--- src/rtl/adder_pkg.sv ---
// Shared types and elaboration helpers for the pipelined adder datapath.
package adder_pkg;

  typedef struct packed {
    logic n;
    logic z;
    logic c;
    logic v;
  } flags_t;

  function automatic bit widthIsDivisible(int width, int stages);
    return (stages > 0) && ((width % stages) == 0);
  endfunction

endpackage

--- src/rtl/adder_slice.sv ---
// Combinational SLICE-bit ripple of full-adder cells; one instance per pipeline stage.
module adder_slice
  import adder_pkg::*;
#(
  parameter int SLICE = 16
) (
  input  logic [SLICE-1:0] a,
  input  logic [SLICE-1:0] b,
  input  logic             cin,
  output logic [SLICE-1:0] sum,
  output logic             cout
);

  // The carry is kept in a block-local variable so the ripple is one combinational process.
  always_comb begin : p_ripple
    logic carry;
    carry = cin;
    sum   = '0;
    for (int i = 0; i < SLICE; i++) begin
      sum[i] = a[i] ^ b[i] ^ carry;
      carry  = (a[i] & b[i]) | (carry & (a[i] ^ b[i]));
    end
    cout = carry;
  end

endmodule

--- src/rtl/pipelined_adder.sv ---
// WIDTH-bit add/subtract over STAGES registered carry-chain slices with valid/ready handshake.
// Optional NZCV flag generation is enabled by defining PIPELINED_ADDER_FLAGS_EN.
module pipelined_adder
  import adder_pkg::*;
#(
  parameter int WIDTH  = 64,
  parameter int STAGES = 4
) (
  input  logic             clk,
  input  logic             reset_n,
  input  logic             in_valid,
  output logic             in_ready,
  input  logic [WIDTH-1:0] a,
  input  logic [WIDTH-1:0] b,
  input  logic             sub,
  input  logic             cin,
  output logic             out_valid,
  input  logic             out_ready,
  output logic [WIDTH-1:0] sum,
  output logic             cout,
  output logic [3:0]       flags
);

  localparam int SLICE = WIDTH / STAGES;
  localparam int LAST  = STAGES - 1;
  localparam logic [WIDTH-1:0] SLICE_MASK = WIDTH'({SLICE{1'b1}});

  if (!widthIsDivisible(WIDTH, STAGES)) begin : g_badConfig
    $error("pipelined_adder: WIDTH must be a multiple of STAGES");
  end

  logic              w_stall;
  logic [WIDTH-1:0]  w_bEff;
  logic              w_c0;

  logic [STAGES-1:0] r_valid;
  logic [STAGES-1:0] r_carry;
  logic [WIDTH-1:0]  r_acc [STAGES];
  logic [WIDTH-1:0]  r_b   [STAGES];

  logic [STAGES-1:0] w_vIn;
  logic [STAGES-1:0] w_cIn;
  logic [STAGES-1:0] w_sliceCout;
  logic [WIDTH-1:0]  w_accIn   [STAGES];
  logic [WIDTH-1:0]  w_bIn     [STAGES];
  logic [WIDTH-1:0]  w_accNext [STAGES];
  logic [SLICE-1:0]  w_sliceSum [STAGES];

  assign w_stall   = r_valid[LAST] & ~out_ready;
  assign in_ready  = ~w_stall;
  assign w_bEff    = sub ? ~b : b;
  assign w_c0      = sub | cin;

  assign out_valid = r_valid[LAST];
  assign sum       = r_acc[LAST];
  assign cout      = r_carry[LAST];

  // r_acc holds finished low slices below the current slice and untouched A bits above it;
  // r_b is shifted down one slice per stage so the next slice always sits at bit 0.
  for (genvar k = 0; k < STAGES; k++) begin : g_stage
    if (k == 0) begin : g_head
      assign w_vIn[k]   = in_valid;
      assign w_cIn[k]   = w_c0;
      assign w_accIn[k] = a;
      assign w_bIn[k]   = w_bEff;
    end else begin : g_body
      assign w_vIn[k]   = r_valid[k-1];
      assign w_cIn[k]   = r_carry[k-1];
      assign w_accIn[k] = r_acc[k-1];
      assign w_bIn[k]   = r_b[k-1];
    end

    adder_slice #(
      .SLICE(SLICE)
    ) u_slice (
      .a    (w_accIn[k][k*SLICE +: SLICE]),
      .b    (w_bIn[k][SLICE-1:0]),
      .cin  (w_cIn[k]),
      .sum  (w_sliceSum[k]),
      .cout (w_sliceCout[k])
    );

    assign w_accNext[k] = (w_accIn[k] & ~(SLICE_MASK << (k*SLICE)))
                        | (WIDTH'(w_sliceSum[k]) << (k*SLICE));
  end

  always_ff @(posedge clk or negedge reset_n) begin
    if (!reset_n) begin
      r_valid <= '0;
      r_carry <= '0;
      for (int k = 0; k < STAGES; k++) begin
        r_acc[k] <= '0;
        r_b[k]   <= '0;
      end
    end else if (!w_stall) begin
      r_valid <= w_vIn;
      r_carry <= w_sliceCout;
      for (int k = 0; k < STAGES; k++) begin
        r_acc[k] <= w_accNext[k];
        r_b[k]   <= w_bIn[k] >> SLICE;
      end
    end
  end

`ifdef PIPELINED_ADDER_FLAGS_EN
  flags_t r_flags;
  flags_t w_flagsNext;
  logic   w_aMsb;
  logic   w_bMsb;

  // Operand MSBs are still present in the skewed stage inputs when the last slice is added.
  assign w_aMsb = w_accIn[LAST][WIDTH-1];
  assign w_bMsb = w_bIn[LAST][SLICE-1];

  always_comb begin
    w_flagsNext   = '0;
    w_flagsNext.n = w_accNext[LAST][WIDTH-1];
    w_flagsNext.z = (w_accNext[LAST] == '0);
    w_flagsNext.c = w_sliceCout[LAST];
    w_flagsNext.v = (w_aMsb == w_bMsb) & (w_accNext[LAST][WIDTH-1] != w_aMsb);
  end

  always_ff @(posedge clk or negedge reset_n) begin
    if (!reset_n) begin
      r_flags <= '0;
    end else if (!w_stall) begin
      r_flags <= w_flagsNext;
    end
  end

  assign flags = r_flags;
`else
  assign flags = 4'b0000;
`endif

endmodule
--- config.mk ---
export PLATFORM = sky130hd
export DESIGN_NAME = pipelined_adder
export DESIGN_NICKNAME = d
export VERILOG_FILES = /design/src/rtl/adder_pkg.sv /design/src/rtl/adder_slice.sv /design/src/rtl/pipelined_adder.sv
export SDC_FILE = /design/constraint.sdc
export NUM_CORES = 1
export LEC_CHECK = 0
export ABC_AREA = 1
export ABC_CLOCK_PERIOD_IN_PS = 24300
export BUFFER_PORTS_ARGS = -buffer_cell sky130_fd_sc_hd__buf_4
export CORE_ASPECT_RATIO = 2
export CORE_MARGIN = 5
export CORE_UTILIZATION = 35
export CTS_CLUSTER_SIZE = 10
export DETAILED_ROUTE_END_ITERATION = 7
export GPL_ROUTABILITY_DRIVEN = 0
export MAX_ROUTING_LAYER = met4
export PLACE_DENSITY_LB_ADDON = 0.15
export SYNTH_ARGS = -nofsm -noshare
export SYNTH_HDL_FRONTEND = slang
export SYNTH_SLANG_ARGS = --single-unit
--- constraint.sdc ---
create_clock -name clk -period 24.3 [get_ports clk]
set_clock_uncertainty 0.1 [all_clocks]
set_input_delay 3.645 -clock clk [delete_from_list [all_inputs] [get_ports clk]]
set_output_delay 3.645 -clock clk [all_outputs]
set_load 0.005 [all_outputs]
==> results of run 1 <==
flip-flops by register name (all words and copies together) (netlist names):
| register | cells |
|---|---|
| r_carry | 4 |
| sum | 64 |
| r_acc | 192 |
| r_valid | 4 |
| r_b | 96 |
Yosys cell counts:
| master | count | area (µm²) |
|---|---|---|
| conb_1 | 1 | 3.75 |
| nand3_1 | 34 | 170 |
| buf_4 | 69 | 518 |
| xor2_1 | 2 | 17.5 |
| nand2_2 | 1 | 6.26 |
| o21ai_0 | 217 | 1090 |
| nand2_1 | 714 | 2680 |
| xnor2_1 | 14 | 123 |
| inv_1 | 182 | 683 |
| clkbuf_1 | 24 | 90.1 |
| nor2_2 | 1 | 6.26 |
| inv_2 | 1 | 3.75 |
| buf_2 | 45 | 225 |
| buf_6 | 21 | 236 |
| o21ai_1 | 3 | 15.0 |
| dfrtp_1 | 360 | 9010 |
| fa_1 | 64 | 1280 |
| nor2_1 | 1 | 3.75 |
power groups by stage:
stage               clock network [µW]  logic [µW]  registers, µW
floorplan                            0         563            975
global placement                     0         711           1010
detailed placement                   0         725           1020
CTS                                576         729           1010
global route                       594         837           1040
finish                             553         699           1000
worst max-delay path: cells and delay by family:
family	cells	cell delay [ps]
simple gates	2	170
buf+inv	4	450
fa+ha+maj	16	6590
compound gates	1	80
area by class of cell:
| class | instances | area [µm²] |
|---|---|---|
| fill | 4649 | 27300 |
| sequential | 360 | 9010 |
| multi-input combinational | 1055 | 5420 |
| timing repair buffer | 211 | 1600 |
| clock buffer | 43 | 1080 |
| tap | 565 | 707 |
| inverter | 183 | 687 |
| clock inverter | 4 | 48.8 |
logic make-up after synthesis:
family | Yosys count
AO/OA/AOI/OAI | 220
other | 1
XOR/XNOR | 16
buffers and inverters | 342
flip-flops | 360
AND/OR/NAND/NOR | 751
adder cells (fa/ha/maj) | 64
per-layer routing:
layer / global-route usage / vias to the layer above / wire, µm
met3: 0.0230 / 54 / 1390
met1: 0.183 / 4938 / 15500
met2: 0.247 / 193 / 17700
met5: - / - / 0
li1: - / 5413 / -
met4: 0.0396 / 0 / 808
through the flow:
step | std cells | power [µW] | area [µm²]
after CTS | 2421 | 2310 | 18600
after global placement | 2374 | 1720 | 17400
after detailed placement | 2374 | 1740 | 17400
after global routing | 2421 | 2470 | 18600
after floorplan | 1757 | 1540 | 16200
final | 2421 | 2260 | 18600
worst paths after layout:
check / from / endpoint / slack [ps] / depth (start not counted)
hold reg to reg: r_valid[2] / r_valid[3] / 350 / 2
setup / recovery: sub / r_acc[207] / 13620 / 23
setup reg to reg: r_carry[2] / sum[63] / 16260 / 20
max in group asynchronous: reset_n / sum[36] / 18810 / 3
hold / removal: r_valid[2] / r_valid[3] / 350 / 2
min in group asynchronous: reset_n / r_b[234] / 3040 / 1
==> flow_metrics.tcl, run 1 <==
set metrics [dict create \
    routed_wl_um 35400 \
    finalCritPeriodShare 0.440 \
    grt_overflow 0 \
    grt_pass1_wl_um 58600 \
    first_pass_iters 5 \
    clkSinkCount 360 \
    vdd_drop_max_mv 0.0472 \
    clock_path_buffers 3 \
    die-area_um2 50800 \
    critPathArrivalTime_ps 10970 \
    dp_hpwl_um 22800 \
    wl_per_cell_um 14.6 \
    grt_pass1_vias 11146 \
    clk_pin_slew_ps 60 \
    synth-simple-area-share 0.177 \
    layout_common_cells "nand2_1 (714), dfrtp_1 (360), o21ai_0 (217), buf_4 (209), inv_1 (181)" \
    syn_to_final_growth_pct 14.8 \
    vias 10598 \
    switching_share 0.342 \
    fin_crit_ps 10680 \
    max-cap-violations 0 \
    drtAntennaViolNets 0 \
    synthXorXnorAreaFrac 0.00867 \
    power_frac_clock 0.245 \
    seqPwrFrac 0.445 \
    grt_use_total 0.146 \
    drc 0 \
    die_w_um 162 \
    layout_setup_ws_ps 13620 \
    h-tree-depth 2 \
    whs_ps 352 \
    final_common_cell "nand2_1" \
    cell_internal_pwr_uw 1480 \
    p_sw_uw 772 \
    rows 111 \
    clock_latency_ps 530 \
    setup_tns_ps 0 \
    synth_top_family_by_area "simple AND/OR/NAND/NOR gates" \
    slowest_delay_ps 470 \
    cellPowerDensity_nw_per_um2 122 \
    io_pins 205 \
    hold_class "reg -> reg" \
    core-area_um2 45800 \
    synth-seq-cells 360 \
    status "complete, no violations" \
    synth_area_um2 16200 \
    cpMostUsedCell "fa_1" \
    synth_cells 1754 \
    synthAdderAreaFrac 0.0793 \
    nets 2051 \
    grt_max_degree 186 \
    worst-setup-path-type "in -> reg" \
    synth_mux_area_frac 0 \
    numCtsBuffers 42 \
    numPortBuffers 200 \
    hold_violations 0 \
    maxSlewViolCount 0 \
    cpMaxStageDelayCell "fa_1" \
    cts_resized 0 \
    max_freq_ghz 0.0936 \
    antenna_found_initial 0 \
    cts-root-buf "clkbuf_16" \
    worstMarginPinSlew_ps 1010 \
    cp.required_ps 24590 \
    critPathLaunchType "input port" \
    via_per_inst 4.38 \
    hold_buffers 0 \
    synth_compound_area_frac 0.0681 \
    setup-violations-final 0 \
    p_leak_uw 0.00957 \
    antenna_cells 0 \
    crit_chain "buf_4 > nor2_1 > fa_1 > inv_1 > fa_1 > inv_1 > fa_1 > fa_1 > fa_1 > fa_1 > fa_1 > fa_1 > fa_1 > fa_1 > fa_1 > fa_1 > fa_1 > fa_1 > fa_1 > inv_1 > fa_1 > nand2_1 > o21ai_0" \
    finish.utilization 0.405 \
    worstSetupEndpointType "register" \
    ys_warn_count 0 \
    cp_max_fo 12 \
    final_layout_size_suffix_gt1_frac 0.141 \
    syn_avg_cell_area_um2 9.21 \
    cts_tree "done" \
    yosysSeqAreaShare 0.558 \
    cts_setup_buffers 0 \
    synth.distinct_cells 18 \
    rsz0062_at_grt "false" \
    p_comb_frac 0.310 \
    drtIter0Drc 583 \
    maxSlewHeadroom 0.325 \
    start_util 0.353 \
    die_y_um 314 \
    pre_cts_ws_ps 12960 \
]
(Power assumes the default switching activity.)
==> run 2, diff against run 1 <==
ABC_CLOCK_PERIOD_IN_PS = 9500   (was 24300)
clock period = 9.5 ns   (was 24.3 ns; I/O delays follow)
==> flow_metrics.tcl, run 2 (synthesized netlist as in run 1, its figures left out) <==
set metrics [dict create \
    vdd_drop_max_mv 0.133 \
    dp_hpwl_um 23400 \
    numCtsBuffers 42 \
    setup-violations-final 0 \
    via_per_inst 4.42 \
    cts_setup_buffers 0 \
    numPortBuffers 200 \
    rsz0062_at_grt "false" \
    regArea_um2 9010 \
    final_common_cell "nand2_1" \
    fin_crit_ps 8380 \
    worstSetupEndpointType "register" \
    top_layer "met4" \
    fill_cells 4669 \
    grt_overflow 0 \
    nets 2053 \
    p_leak_uw 0.00957 \
    cts-root-buf "clkbuf_16" \
    cp_max_fo 4 \
    pre_cts_ws_ps 467 \
    max-cap-violations 0 \
    hold_buffers 0 \
    die_w_um 162 \
    maxSlewHeadroom 0.314 \
    drtAntennaViolNets 0 \
    layout_setup_ws_ps 1120 \
    startpoint "sub" \
    critPathArrivalTime_ps 8670 \
    critPathLaunchType "input port" \
    wl_met2_um 18000 \
    status "complete, no violations" \
    final_area_um2 18600 \
    final_layout_size_suffix_gt1_frac 0.142 \
    drtIter0Drc 477 \
    worst-setup-path-type "in -> reg" \
    maxSlewViolCount 0 \
    clkSinkCount 360 \
    max_freq_ghz 0.119 \
    r2r_start "r_carry[2]" \
    vias 10712 \
    grt_pass1_wl_um 59400 \
    worstMarginPinSlew_ps 1030 \
    finalCritPeriodShare 0.883 \
    start_util 0.353 \
    hold_class "reg -> reg" \
    io_pins 205 \
    dr_wl_met3_um 1670 \
    cp.required_ps 9790 \
    hold_violations 0 \
    die_y_um 314 \
    routed_wl_um 35700 \
    clock_path_buffers 3 \
    drc 0 \
    setup_tns_ps 0 \
    core-area_um2 45800 \
    h-tree-depth 2 \
    clock_latency_ps 540 \
    first_pass_iters 4 \
    hold_path.startpoint "r_valid[2]" \
    multi_input_area_um2 5420 \
    post_dp_cell_area_um2 17400 \
    grt_use_total 0.148 \
    layout_common_cells "nand2_1 (714), dfrtp_1 (360), o21ai_0 (217), buf_4 (212), inv_1 (181)" \
    clk_pin_slew_ps 70 \
    regMostFlops "r_acc" \
    total_power_uw 5760 \
    rows 111 \
    largest_reg_flops 192 \
    antenna_found_initial 1 \
    die-area_um2 50800 \
    regToRegSetupSlack_ps 1550 \
    grt_pass1_vias 11216 \
    wl_met1_um 15300 \
    wl_per_cell_um 14.7 \
    grt_max_degree 105 \
    cts_resized 0 \
    cts_tree "done" \
    syn_to_final_growth_pct 14.8 \
    cellPowerDensity_nw_per_um2 310 \
]
[run 2: cell count changes in the layout (fill, tap and decap cells not counted)]
cell and delta:
clkinv_8 +2, diode_2 +1, buf_4 +3, buf_12 -1, clkinv_2 -1, bufinv_16 -1
[run 2: layout make-up]
type,count,area share
timing repair buffer,213,0.0866
tap,565,0.0381
antenna,1,0.000135
inverter,183,0.0370
multi-input combinational,1055,0.292
clock inverter,4,0.00249
sequential,360,0.485
clock buffer,43,0.0580
[run 2: through the flow]
stage,hold slack [ps],cells,util
after global routing,367,2424,0.405
after floorplan,320,1757,-
after global placement,339,2376,0.380
after detailed placement,339,2376,0.380
after CTS,346,2423,0.405
final,350,2424,0.405
[run 2: per-layer routing]
metal  vias to the layer above  global-route usage
met5                         -                   -
met4                         0              0.0412
met3                        49              0.0279
met2                       191               0.251
met1                      5055               0.181
li1                       5417                   -
[run 2: final timing paths]
check | end | cells past startpoint
max | r_acc[207] | 23
min | r_valid[3] | 2
max reg2reg | sum[63] | 20
min reg2reg | r_valid[3] | 2
max in group asynchronous | r_acc[86] | 2
min in group asynchronous | r_b[156] | 1
[run 2: power breakdown]
| group | leakage, µW | switching, µW | internal [µW] | total [µW] |
|---|---|---|---|---|
| registers | 0.00436 | 355 | 2210 | 2570 |
| logic | 0.00465 | 1030 | 763 | 1790 |
| clock network | 0.000552 | 600 | 800 | 1400 |
| total | 0.00957 | 1980 | 3780 | 5760 |
[run 2: critical path: stages]
cell     delay [ps]
buf_4           150
xnor2_1         140
fa_1            360
inv_1            80
fa_1            180
inv_1            60
fa_1            420
fa_1            440
fa_1            430
fa_1            440
fa_1            430
fa_1            480
fa_1            440
fa_1            430
fa_1            440
fa_1            430
fa_1            430
fa_1            430
fa_1            390
inv_1            80
fa_1            410
nand2_1          70
o21ai_0          80
==> run 3, diff against run 2 <==
SYNTH_HIERARCHICAL = 1   (was unset)
==> flow_metrics.tcl, run 3 <==
set metrics [dict create \
    startpoint "sub" \
    syn_avg_cell_area_um2 9.09 \
    worstSetupEndpointType "register" \
    grt_pass1_vias 11538 \
    clock_path_buffers 3 \
    critPathCapture "r_acc[207]" \
    dp_hpwl_um 24800 \
    total_power_uw 5850 \
    core-area_um2 46000 \
    regMostFlops "r_acc" \
    synth_area_um2 16200 \
    worstMarginPinSlew_ps 977 \
    cts_tree "done" \
    layout_common_cells "nand2_1 (770), dfrtp_1 (360), buf_4 (208), inv_1 (187), o21ai_0 (183)" \
    synth_cells 1788 \
    die-area_um2 51100 \
    drtIter0Drc 641 \
    grt_max_degree 228 \
    regArea_um2 9010 \
    grt_overflow 0 \
    start_util 0.353 \
    maxSlewViolCount 0 \
    synthTopCellsByArea "dfrtp_1 (55%), nand2_1 (18%), fa_1 (7.9%)" \
    synth-edff-count 0 \
    wl_per_cell_um 14.8 \
    maxSlewHeadroom 0.349 \
    synthDominantCellAreaShare 0.554 \
    drtAntennaViolNets 0 \
    synth-seq-cells 360 \
    hold_class "reg -> reg" \
    synth.distinct_cells 16 \
    vias 10974 \
    r2r_end "sum[63]" \
    clkSinkCount 360 \
    finalCritPeriodShare 0.864 \
    die_y_um 315 \
    vdd_drop_max_mv 0.117 \
    clock_latency_ps 540 \
    numCtsBuffers 42 \
    use_met1 0.189 \
    cts-root-buf "clkbuf_16" \
    yosysMostFrequentCell "nand2_1" \
    multi_input_area_um2 5490 \
    critPathLaunchType "input port" \
    use_met3 0.0267 \
    layout_setup_ws_ps 1290 \
    busiest_layer "met2" \
    numPortBuffers 200 \
    max_freq_ghz 0.122 \
    cp_max_fo 5 \
    grtUsageMet2 0.257 \
    drc 0 \
    worst-setup-path-type "in -> reg" \
    syn_to_final_growth_pct 15.1 \
    largest_reg_flops 192 \
    grt_use_total 0.153 \
    cts_resized 0 \
    rsz0062_at_grt "false" \
    critPathArrivalTime_ps 8550 \
    yosysSeqAreaShare 0.554 \
    cp.required_ps 9840 \
    clk_pin_slew_ps 60 \
    dominantRegCellSynth "dfrtp_1" \
    max-cap-violations 0 \
    via_per_inst 4.37 \
    hold_violations 0 \
    final_common_cell "nand2_1" \
    antenna_found_initial 3 \
    routed_wl_um 37300 \
    post_dp_cell_area_um2 17600 \
    hold_buffers 0 \
    r2r_start "r_acc[112]" \
    synth_top_cell_by_area "dfrtp_1" \
    grt_pass1_wl_um 61400 \
    rows 111 \
    h-tree-depth 2 \
    ys_warn_count 6 \
    setup_tns_ps 0 \
    io_pins 205 \
    die_w_um 162 \
    fill_cells 4680 \
    status "complete, no violations" \
    pre_cts_ws_ps 681 \
    reg2reg_depth 22 \
    regToRegSetupSlack_ps 2250 \
    synthTopCellsByCount "nand2_1 (771), dfrtp_1 (360), inv_1 (188)" \
    cts_setup_buffers 0 \
    p_leak_uw 0.00979 \
    setup-violations-final 0 \
    nets 2085 \
    fin_crit_ps 8210 \
    final_area_um2 18700 \
    first_pass_iters 5 \
    cellPowerDensity_nw_per_um2 313 \
    final_layout_size_suffix_gt1_frac 0.138 \
    synth_async_sr_flop_share 1.00 \
]
==> run 3: kinds of logic (layout without fill, tap and decap cells) <==
logic type / count (synthesis) / count (layout) / share of synthesized area
AND/OR/NAND/NOR: 804 / 804 / 0.189
adder cells (fa/ha/maj): 64 / 64 / 0.0789
other: 1 / 6 / 0.000231
XOR/XNOR: 16 / 16 / 0.00863
AO/OA/AOI/OAI: 195 / 195 / 0.0601
flip-flops: 360 / 360 / 0.554
buffers and inverters: 348 / 447 / 0.109
==> run 3: metrics by stage <==
stage,hold slack [ps],util,std cells
after detailed placement,340,0.383,2464
after global routing,392,0.407,2513
after floorplan,319,-,1791
after global placement,336,0.383,2464
after CTS,355,0.407,2511
final,351,0.407,2513
==> run 3: how the worst min path moves through the flow <==
| stage | from | cells past startpoint | slack, ps | end |
|---|---|---|---|---|
| 2_1_floorplan | r_valid[2] | 2 | 320 | r_valid[3] |
| 3_3_place_gp | r_valid[2] | 2 | 340 | r_valid[3] |
| 3_5_place_dp | r_valid[2] | 2 | 340 | r_valid[3] |
| 4_1_cts | r_valid[2] | 2 | 360 | r_valid[3] |
| 5_1_grt | r_b[151] | 2 | 390 | r_b[71] |
| 6_report | r_valid[2] | 2 | 350 | r_valid[3] |
==> run 3: worst max-delay path: stages <==
cell and delay [ps]:
buf_4 150, or2_2 310, fa_1 480, inv_1 130, fa_1 170, inv_1 50
fa_1 390, fa_1 400, fa_1 390, fa_1 400, fa_1 390, fa_1 410
fa_1 420, fa_1 400, fa_1 420, fa_1 390, fa_1 390, fa_1 390
fa_1 380, inv_1 80, fa_1 410, inv_1 70, nand2_1 40, o21ai_0 90
==> run 3: final cells by class <==
type                            instances  share of cell area
Antenna cell                            2            0.000268
Clock buffer                           45              0.0579
Clock inverter                          2            0.000937
Inverter                              189              0.0379
Multi-Input combinational cell       1083               0.293
Sequential cell                       360               0.482
Tap cell                              621              0.0415
Timing Repair Buffer                  211              0.0864
==> run 3: layer usage <==
metal	vias to the layer above	wire length [µm]
li1	5491	-
met1	5209	15800
met2	218	18700
met3	56	1920
met4	0	868
met5	-	0
==> run 3: report_power, final <==
part           leakage [µW]  switching [µW]  internal [µW]
Sequential          0.00437             378           2210
Combinational       0.00489            1080            785
Clock              0.000541             589            798
